<file path="config.mk">
export PLATFORM = sky130hd
export DESIGN_NAME = mcu_builder
export DESIGN_NICKNAME = d
export VERILOG_FILES = /design/src/rtl/jpeg_pkg.sv /design/src/rtl/mcu_builder_rgb2ycbcr.sv /design/src/rtl/mcu_builder.sv
export SDC_FILE = /design/constraint.sdc
export NUM_CORES = 2
export LEC_CHECK = 0
export CELL_PAD_IN_SITES_DETAIL_PLACEMENT = 1
export CELL_PAD_IN_SITES_GLOBAL_PLACEMENT = 2
export CORE_MARGIN = 10
export CORE_UTILIZATION = 30
export DETAILED_ROUTE_END_ITERATION = 10
export DONT_BUFFER_PORTS = 1
export PLACE_DENSITY_LB_ADDON = 0.05
export SLEW_MARGIN = 20
export SYNTH_ARGS = -nofsm -noshare
export SYNTH_HDL_FRONTEND = slang
export SYNTH_SLANG_ARGS = --single-unit
</file>
<file path="constraint.sdc">
create_clock -name clk -period 13.4 [get_ports clk]
set_clock_uncertainty 0.05 [all_clocks]
set_input_delay 2.01 -clock clk [delete_from_list [all_inputs] [get_ports clk]]
set_output_delay 2.01 -clock clk [all_outputs]
set_load 0.005 [all_outputs]
</file>
<file path="src/rtl/jpeg_pkg.sv">
// Shared JPEG front-end constants: component codes, RGB->YCbCr coefficients,
// rounding, MCU sizes and the 8-bit chroma saturation helper.
package jpeg_pkg;

   localparam logic [1:0] COMP_Y  = 2'd0;
   localparam logic [1:0] COMP_CB = 2'd1;
   localparam logic [1:0] COMP_CR = 2'd2;

   localparam logic signed [19:0] K_Y_R    = 20'sd306;
   localparam logic signed [19:0] K_Y_G    = 20'sd601;
   localparam logic signed [19:0] K_Y_B    = 20'sd117;
   localparam logic signed [19:0] K_CB_R   = 20'sd173;
   localparam logic signed [19:0] K_CB_G   = 20'sd339;
   localparam logic signed [19:0] K_C_HALF = 20'sd512;
   localparam logic signed [19:0] K_CR_G   = 20'sd429;
   localparam logic signed [19:0] K_CR_B   = 20'sd83;
   localparam logic signed [19:0] RND      = 20'sd512;
   localparam int                 FRAC_BITS = 10;

   localparam int MCU444_PIX = 64;
   localparam int MCU420_PIX = 256;
   localparam int MCU444_SMP = 192;
   localparam int MCU420_SMP = 384;

   typedef struct packed {
      logic [1:0] comp;
      logic [1:0] idx;
      logic [5:0] pos;
   } blk_tag_t;

   function automatic logic signed [7:0] sat8(input logic signed [11:0] v);
      if (v > 12'sd127)       return 8'sd127;
      else if (v < -12'sd128) return -8'sd128;
      else                    return v[7:0];
   endfunction

endpackage

</file>
<file path="src/rtl/mcu_builder_rgb2ycbcr.sv">
// RGB -> level-shifted YCbCr in one registered stage: luma as Y-128,
// chroma saturated to [-128,127].
module rgb2ycbcr
   import jpeg_pkg::*;
(
   input  logic              clk,
   input  logic              rst,
   input  logic              in_valid,
   input  logic [7:0]        r,
   input  logic [7:0]        g,
   input  logic [7:0]        b,
   output logic              out_valid,
   output logic signed [7:0] y,
   output logic signed [7:0] cb,
   output logic signed [7:0] cr
);

   logic signed [19:0] rs, gs, bs;
   logic signed [19:0] y_shr, cb_shr, cr_shr;
   logic               unused_bits;

   always_comb begin
      rs     = signed'({12'd0, r});
      gs     = signed'({12'd0, g});
      bs     = signed'({12'd0, b});
      y_shr  = (K_Y_R * rs + K_Y_G * gs + K_Y_B * bs + RND) >>> FRAC_BITS;
      cb_shr = (K_C_HALF * bs - K_CB_R * rs - K_CB_G * gs + RND) >>> FRAC_BITS;
      cr_shr = (K_C_HALF * rs - K_CR_G * gs - K_CR_B * bs + RND) >>> FRAC_BITS;
   end

   // Luma is always 0..255, so subtracting 128 is just flipping the MSB.
   assign unused_bits = ^{y_shr[19:8], cb_shr[19:12], cr_shr[19:12]};

   always_ff @(posedge clk) begin
      if (rst) begin
         out_valid <= 1'b0;
         y         <= '0;
         cb        <= '0;
         cr        <= '0;
      end else begin
         out_valid <= in_valid;
         y         <= {~y_shr[7], y_shr[6:0]};
         cb        <= sat8(cb_shr[11:0]);
         cr        <= sat8(cr_shr[11:0]);
      end
   end

endmodule

</file>
<file path="src/rtl/mcu_builder.sv">
// Collects one MCU of RGB pixels, converts to YCbCr and streams 8x8 blocks
// Y0[..Y3],Cb,Cr to the DCT. 4:2:0 support is built only with MCU_BUILDER_420_EN.
module mcu_builder
   import jpeg_pkg::*;
(
   input  logic        clk,
   input  logic        rst,
   input  logic        mode_420,
   input  logic [7:0]  pix_r,
   input  logic [7:0]  pix_g,
   input  logic [7:0]  pix_b,
   input  logic        pix_valid,
   output logic        pix_ready,
   output logic [15:0] blk_data,
   output logic [1:0]  blk_comp,
   output logic [1:0]  blk_idx,
   output logic [5:0]  blk_pos,
   output logic        blk_valid,
   input  logic        blk_ready,
   output logic        blk_last,
   output logic        mcu_done,
   output logic [1:0]  fsm_state
);

   // Handshakes: a pixel moves on a rising edge with pix_valid && pix_ready,
   // a sample moves with blk_valid && blk_ready; outputs hold while stalled.
   localparam logic [1:0] ST_FILL   = 2'd0;
   localparam logic [1:0] ST_SETTLE = 2'd1;
   localparam logic [1:0] ST_PRIME  = 2'd2;
   localparam logic [1:0] ST_DRAIN  = 2'd3;

`ifdef MCU_BUILDER_420_EN
   localparam int PC_W = 8;
   localparam int C_W  = 10;
`else
   localparam int PC_W = 6;
   localparam int C_W  = 8;
`endif

   logic [1:0]              state;
   logic [PC_W-1:0]         pix_cnt, y_wa, wr_ya;
   logic [5:0]              c_wa, wr_ca;
   logic [8:0]              smp_cnt, smp_nxt;
   logic [2:0]              c_blk;
   logic                    mode_cur, mode_m, pix_fire, pix_last, smp_last;
   logic                    conv_v;
   logic signed [7:0]       conv_y, conv_cb, conv_cr, y_rd, c_s8, rd_s8;
   logic signed [C_W-1:0]   c_sel;
   blk_tag_t                rd_tag;
   logic signed [7:0]       y_mem  [0:(1<<PC_W)-1];
   logic signed [C_W-1:0]   cb_mem [0:63];
   logic signed [C_W-1:0]   cr_mem [0:63];

`ifdef MCU_BUILDER_420_EN
   logic                    mode_q, c_first, wr_first, wr_mode;
   logic signed [C_W-1:0]   cb_ext, cr_ext;
   logic signed [11:0]      c_avg;

   always_ff @(posedge clk) begin
      if (rst)                             mode_q <= 1'b0;
      else if (pix_fire && pix_cnt == '0)  mode_q <= mode_420;
   end
   assign mode_cur = (pix_cnt == '0) ? mode_420 : mode_q;
   assign mode_m   = mode_q;
   assign cb_ext   = {{(C_W-8){conv_cb[7]}}, conv_cb};
   assign cr_ext   = {{(C_W-8){conv_cr[7]}}, conv_cr};
`else
   logic unused_mode;
   assign unused_mode = mode_420;
   assign mode_cur    = 1'b0;
   assign mode_m      = 1'b0;
`endif

   assign pix_ready = (state == ST_FILL);
   assign blk_valid = (state == ST_DRAIN);
   assign fsm_state = state;

   always_comb begin
      pix_fire = pix_valid && pix_ready;
      pix_last = (pix_cnt == PC_W'(MCU444_PIX - 1));
      y_wa     = pix_cnt;
      c_wa     = pix_cnt[5:0];
`ifdef MCU_BUILDER_420_EN
      c_first  = 1'b1;
      // 16x16 raster: count = {row[3:0], col[3:0]}; quadrant picks the Y block.
      if (mode_cur) begin
         pix_last = (pix_cnt == PC_W'(MCU420_PIX - 1));
         y_wa     = {pix_cnt[7], pix_cnt[3], pix_cnt[6:4], pix_cnt[2:0]};
         c_wa     = {pix_cnt[7:5], pix_cnt[3:1]};
         c_first  = !pix_cnt[4] && !pix_cnt[0];
      end
`endif
   end

   rgb2ycbcr u_csc (
      .clk       (clk),
      .rst       (rst),
      .in_valid  (pix_fire),
      .r         (pix_r),
      .g         (pix_g),
      .b         (pix_b),
      .out_valid (conv_v),
      .y         (conv_y),
      .cb        (conv_cb),
      .cr        (conv_cr)
   );

   always_ff @(posedge clk) begin
      wr_ya <= y_wa;
      wr_ca <= c_wa;
`ifdef MCU_BUILDER_420_EN
      wr_first <= c_first;
      wr_mode  <= mode_cur;
`endif
   end

   always_ff @(posedge clk) begin
      if (conv_v) begin
         y_mem[wr_ya] <= conv_y;
`ifdef MCU_BUILDER_420_EN
         // 4:2:0 chroma entries accumulate the four samples of a 2x2 cell.
         if (wr_mode && !wr_first) begin
            cb_mem[wr_ca] <= cb_mem[wr_ca] + cb_ext;
            cr_mem[wr_ca] <= cr_mem[wr_ca] + cr_ext;
         end else begin
            cb_mem[wr_ca] <= cb_ext;
            cr_mem[wr_ca] <= cr_ext;
         end
`else
         cb_mem[wr_ca] <= conv_cb;
         cr_mem[wr_ca] <= conv_cr;
`endif
      end
   end

   always_comb begin
      smp_nxt     = (state == ST_DRAIN) ? smp_cnt + 9'd1 : 9'd0;
      c_blk       = mode_m ? 3'd4 : 3'd1;
      rd_tag.pos  = smp_nxt[5:0];
      rd_tag.idx  = 2'd0;
      rd_tag.comp = COMP_Y;
      if (smp_nxt[8:6] == c_blk)     rd_tag.comp = COMP_CB;
      else if (smp_nxt[8:6] > c_blk) rd_tag.comp = COMP_CR;
      else                           rd_tag.idx  = smp_nxt[7:6];
      y_rd  = y_mem[smp_nxt[PC_W-1:0]];
      c_sel = (rd_tag.comp == COMP_CB) ? cb_mem[rd_tag.pos] : cr_mem[rd_tag.pos];
`ifdef MCU_BUILDER_420_EN
      c_avg = (12'(c_sel) + 12'sd2) >>> 2;
      c_s8  = mode_m ? sat8(c_avg) : c_sel[7:0];
`else
      c_s8  = c_sel;
`endif
      rd_s8 = (rd_tag.comp == COMP_Y) ? y_rd : c_s8;
   end

   assign smp_last = (smp_cnt == (mode_m ? 9'(MCU420_SMP - 1) : 9'(MCU444_SMP - 1)));

   always_ff @(posedge clk) begin
      if (rst) begin
         state    <= ST_FILL;
         pix_cnt  <= '0;
         smp_cnt  <= '0;
         mcu_done <= 1'b0;
         blk_data <= '0;
         blk_comp <= '0;
         blk_idx  <= '0;
         blk_pos  <= '0;
         blk_last <= 1'b0;
      end else begin
         mcu_done <= 1'b0;
         case (state)
            ST_FILL: if (pix_fire) begin
               pix_cnt <= pix_last ? '0 : pix_cnt + 1'b1;
               if (pix_last) state <= ST_SETTLE;
            end
            // SETTLE lets the final converted pixel land in the buffers.
            ST_SETTLE: state <= ST_PRIME;
            ST_PRIME, ST_DRAIN: begin
               if (state == ST_PRIME || blk_ready) begin
                  if (state == ST_DRAIN && smp_last) begin
                     state    <= ST_FILL;
                     mcu_done <= 1'b1;
                     blk_last <= 1'b0;
                  end else begin
                     state    <= ST_DRAIN;
                     smp_cnt  <= smp_nxt;
                     blk_data <= {{8{rd_s8[7]}}, rd_s8};
                     blk_comp <= rd_tag.comp;
                     blk_idx  <= rd_tag.idx;
                     blk_pos  <= rd_tag.pos;
                     blk_last <= (rd_tag.pos == 6'd63);
                  end
               end
            end
            default: state <= ST_FILL;
         endcase
      end
   end

endmodule

</file>
### Yosys cells after proc, flatten, opt, wreduce, memory -nomap -nowiden

Memory sizes are Yosys's and may differ from the RTL's.
Cells that the tools add are included.

| cells by class | value |
|---|---|
| $mul | 7 |
| add/subtract/negate cells | 11 |
| bitwise operators | 4 |
| equality and inequality tests | 11 |
| magnitude comparators | 5 |
| muxes and demuxes | 21 |
| reduce and logical (&&, ||, !) cells | 13 |

Operator list:

| operator | count |
|---|---|
| 20-bit by 11-bit adder with 20-bit output, second input constant | 2 |
| 18-bit by 20-bit subtractor with 20-bit output | 2 |
| 20-bit subtractor | 2 |
| 18-bit adder | 2 |
| 9-bit by 8-bit multiplier with 17-bit output, first input constant | 2 |
| 8-bit by 8-bit multiplier with 16-bit output, first input constant | 2 |
| 8-bit two-way mux | 4 |
| 7-bit by 8-bit multiplier with 15-bit output, first input constant | 2 |
| 10-bit by 8-bit greater-than comparator with 1-bit output, second input constant | 2 |
| 10-bit by 8-bit < comparator with 1-bit output, second input constant | 2 |
| 18-bit by 11-bit adder with 18-bit output, second input constant | 1 |
| 10-bit by 8-bit multiplier with 18-bit output, first input constant | 1 |
| 2-bit two-way mux | 8 |
| 7-bit two-way mux | 2 |
| 6-bit == test, second input constant | 2 |
| 9-bit by 1-bit adder with 9-bit output, second input constant | 1 |
| 9-bit by 8-bit == test with 1-bit output, second input constant | 1 |
| 9-bit two-way mux | 1 |
| 6-bit by 1-bit adder with 6-bit output, second input constant | 1 |
| 6-bit two-way mux | 1 |
| 2-bit one-hot mux with 3 select lines | 1 |
| 3-bit AND reduction | 2 |
| 2-bit OR reduction | 3 |
| 2-bit by 1-bit == test with 1-bit output, second input constant | 2 |
| 12 further kinds | 23 |

| storage, ports and cells | value |
|---|---|
| bits in registers | 68 |
| RAM bits | 1,536 |
| output and inout bits | 32 |
| memories kept | 3 |
| input port bits | 29 |
| logic and storage cells | 91 |

Memories:

| memory | depth | bits a word | read ports | clocked after Yosys merged registers in | write ports | RTL line | text |
|---|---|---|---|---|---|---|---|
| cb_mem | 64 | 8 | 1 | 0 | 1 | mcu_builder.sv:51 | `logic signed [C_W-1:0] cb_mem [0:63];` |
| cr_mem | 64 | 8 | 1 | 0 | 1 | mcu_builder.sv:52 | `logic signed [C_W-1:0] cr_mem [0:63];` |
| y_mem | 64 | 8 | 1 | 0 | 1 | mcu_builder.sv:50 | `logic signed [7:0] y_mem [0:(1<<PC_W)-1];` |

### Logic depth before layout (Yosys ltp)

| depth | value |
|---|---|
| word-level depth | 8 |
| gate-level depth with buffers | 28 |
| mapped depth without buffers | 28 |

### Cells and area by module

Synthesis repeated with hierarchy kept, for this count alone.

| second synthesis, totals | value |
|---|---|
| cells, all modules | 5,227 |
| area, all modules | 73,778.3 um^2 |

Modules (own cells, without submodules):

| module | seq. area each (um^2) | times used | cells each | area each (um^2) |
|---|---|---|---|---|
| mcu_builder | 46,864.9 | 1 | 3,995 | 62,258.5 |
| rgb2ycbcr | 500.5 | 1 | 1,232 | 11,519.8 |

### Worst setup path after synthesis

Ideal clock, no wire load.

| path | value |
|---|---|
| path type | in2reg |
| from | in pix_b[0] |
| to | reg u_csc.y[7] |
| setup time | 106 ps |
| path buffers | 0 |
| arrival | 7,996 ps |
| stages | 26 |
| required time | 13,244 ps |
| path slack | 5,248 ps |
| path through | fa_1 inv_1 fa_1 inv_1 ha_1 inv_1 fa_1 inv_1 ha_1 o21ai_0 a21boi_0 o21ai_0 a21boi_0 nor2_1 fa_1 inv_1 fa_1 inv_1 fa_1 ha_1 o21ai_0 o21ai_0 a211oi_1 o31ai_1 nand2_1 o311ai_0 |

| between the ends | value |
|---|---|
| longest elaborated chain between the ends | 4 |

Ends and longest elaborated chain:

| element | RTL line | text |
|---|---|---|
| start, declared | mcu_builder.sv:11 | `input logic [7:0] pix_b,` |
| 7-bit by 8-bit multiplier with 15-bit output | mcu_builder_rgb2ycbcr.sv:26 | `y_shr = (K_Y_R * rs + K_Y_G * gs + K_Y_B * bs + RND) >>> FRAC_BITS;` |
| 18-bit adder | mcu_builder_rgb2ycbcr.sv:26 |  |
| 18-bit by 11-bit adder with 18-bit output | mcu_builder_rgb2ycbcr.sv:26 |  |
| 1-bit NOT | mcu_builder_rgb2ycbcr.sv:42 | `y <= {~y_shr[7], y_shr[6:0]};` |
| end signal, assigned | mcu_builder_rgb2ycbcr.sv:42 |  |
| end, declared | mcu_builder_rgb2ycbcr.sv:13 | `output logic signed [7:0] y,` |

Every way passes these cells.
A chain may end at the register's enable or synchronous reset.

### Final worst setup path

Ends and elaborated chain as after synthesis.

==> flow_summary.toml <==
[sta]
slew_headroom = 0.201
finalSetupViolCount = 0
rsz0062_at_grt = "false"
hold_viol = 0
slew_violations = 0
timing.fmax_mhz = 121
finalCritPeriodShare = 0.619
tns_ns = 0
tightest_slew_ns = 1.19
finalWorstPathRequiredPeriod_ns = 8.29

[worst_setup_path]
slowest_stage = "fa_1"
cp_top_family = "adder cells"
end_kind = "flip-flop"
cp-start-kind = "primary input"
reg2reg_slack_ns = 7.41
cp_num_buf_inv = 6
cp.required_ns = 14.02
path_max_fanout = 7
critical_path_class = "in -> reg"
cp.arrival_ns = 8.91
cpPeakStageDelay_ns = 0.57

[clock_network]
cts_resized = 0
clk_latency_ns = 0.79
hold_buffers = 0
ctsHtreeMaxLevel = 4
cts_setup_buffers = 0
cts_tree = "done"
cts.path.max_buffers = 3
cts_inserted_buffers = 186
cts.clk_slew.worst_paths_ns = 0.06
numClockSinks = 1598
cts_root_buf = "clkbuf_16"

[synth]
synth.top_cell.area_share = 0.632
yosysSeqAreaShare = 0.649
ys_ff_latch = 1598
synth_top_cell_by_area = "edfxtp_1"
syn_area_per_cell_um2 = 14.7
synth_area_um2 = 73000
yosysUniqueCellTypes = 93
synth_common_cells = "edfxtp_1, nand2_1, ha_1"
ys.warnings.count = 0
synth_edf_count = 1536
syn-instance-count = 4976
yosys-top-cells-area = "edfxtp_1, ha_1, fa_1, mux4_2, mux2i_1"
ys.flop_type = "edfxtp_1"
synth.most_common_cell = "edfxtp_1"
synth-async-reset-ratio = 0
syn-num-nets = 5491

[grt]
grt_pass1_vias = 47400
grt_pass1_wl_mm = 393
grt.total_usage = 0.210
grt_max_degree = 116
grt_antenna_before_repair = 30
grt_overflow = 0

[flow_run]
cap_violations = 0

[route]
dr.pass1.iters = 5
drtIter0Drc = 4278
drc = 0
wl_mm = 284
avgViaCountPerCell = 5.40
vias = 45400
ant_nets = 0
avgRoutedWirePerCell_um = 33.8

[place]
hpwl_mm = 172
gp_congestion = 0.758
port_buffers = 0

[floorplan]
fp.dieH_um = 513
coreArea_um2 = 243000
ios = 61
die_width_um = 513
initial_core_util = 0.301
die_area_um2 = 263000
rows = 181

[pwr]
power.internal_mw = 10.6
peakVddDrop_mv = 0.175
power_density_nw_per_um2 = 187
p_clk_frac = 0.310
seq_power_share = 0.400
switchingPower_mw = 5.04
power.total_mw = 15.6
p_leak_nw = 27.4
switching_share = 0.323
power.share.combinational = 0.290

[finish]
layout.area.seq_um2 = 47400
multi_input_area_um2 = 24000
fin_nets = 5564
area_growth_pct = 14.3
drive_gt1_frac = 0.129
final_util = 0.344
fillers = 24900

[run_status]
status = "complete, no violations"

[hold_path]
hold_path_class = "reg -> reg"
==> worst paths after layout <==
kind                startpoint          end  cells after the start
setup / recovery      pix_b[0]   u_csc.y[7]                     26
hold / removal         c_wa[0]     wr_ca[0]                      0
setup reg to reg  fsm_state[1]  blk_data[1]                     13
hold reg to reg        c_wa[0]     wr_ca[0]                      0
==> worst reg2reg max path, delay by kind of cell, from the launching register on <==
family,cells,cell delay [ns]
simple gates,3,1.31
compound gates,5,1.27
flops,1,0.77
buf+inv,5,2.44
==> cell type report <==
type | count | share of cell area
flip-flops and latches | 1598 | 0.568
multi-input cells | 2859 | 0.287
clock buffers | 238 | 0.0590
well taps | 3202 | 0.0480
repair buffers | 177 | 0.0177
inverters | 227 | 0.0102
clock inverters | 95 | 0.00917
diodes | 8 | 0.000240
==> stage by stage <==
step | hold WS (ns) | instances | setup WS [ns] | area, um2
2_1_floorplan | 0.313 | 4976 | 5.25 | 73000
3_3_place_gp | 0.337 | 8060 | 4.21 | 77600
3_5_place_dp | 0.342 | 8061 | 4.25 | 77600
4_1_cts | 0.354 | 8394 | 5.04 | 83300
5_1_grt | 0.365 | 8399 | 4.50 | 83400
6_report | 0.354 | 8404 | 5.11 | 83400
==> cells in the final DEF, fill, tap and decap left out, drive strengths merged, types with 15 or more instances in the layout <==
cell type  synthesis  final
o22ai            123    123
o21ai            122    122
nor3              67     67
a31oi             52     52
and3              46     46
nand2            388    388
mux2i            169    169
o211ai            39     39
a311oi            25     25
o2111ai           18     18
clkinv             3     84
dfxtp             62     62
a221oi            15     15
a211oi            64     64
a21o              23     23
fa               116    116
nand3            167    167
nor2b             29     29
mux2              20     20
edfxtp          1536   1536
xor2              39     39
o221ai           146    146
nor4              25     25
buf              209    177
a21oi            144    144
xnor2             53     53
nand4             29     29
clkbuf            83    238
inv              224    230
a32oi             18     18
nor2             208    208
ha               370    370
mux4              83     83
==> logic make-up after synthesis <==
family / synth area share
muxes: 0.0519
buffers and inverters: 0.0324
and+or+nand+nor: 0.0672
DFF: 0.649
AOI/OAI and AO/OA: 0.0932
xor gates and xnor gates: 0.0113
adders and majority gates: 0.0952
==> state kept, by name (all words and copies together), names as in the netlist <==
signal and count:
cb_mem 512, cr_mem 512, y_mem 512, blk_data 8
u_csc.cb 8, u_csc.cr 8, u_csc.y 8, c_wa 6
wr_ca 6, blk_pos 5, smp_cnt 4, blk_comp 2
blk_idx 2, fsm_state 2, blk_last 1, mcu_done 1
u_csc.out_valid 1
==> per-layer routing <==
| metal | vias to the layer above | GRT usage | share of wire |
|---|---|---|---|
| met2 | 1094 | 0.348 | 0.48 |
| met5 | - | 0 | 0.000046 |
| met3 | 280 | 0.0278 | 0.045 |
| met1 | 24500 | 0.294 | 0.46 |
| met4 | 2 | 0.0481 | 0.023 |
| li1 | 19600 | - | - |
==> power by group through the flow <==
stage	registers [mW]	logic [mW]	clock network [mW]
floorplan	6.52	2.89	0
global placement	6.34	4.57	0
detailed placement	6.35	4.59	0
CTS	6.24	4.65	4.96
global route	6.25	5.22	5.15
finish	6.24	4.53	4.84
Power figures use the tool's default switching activity.
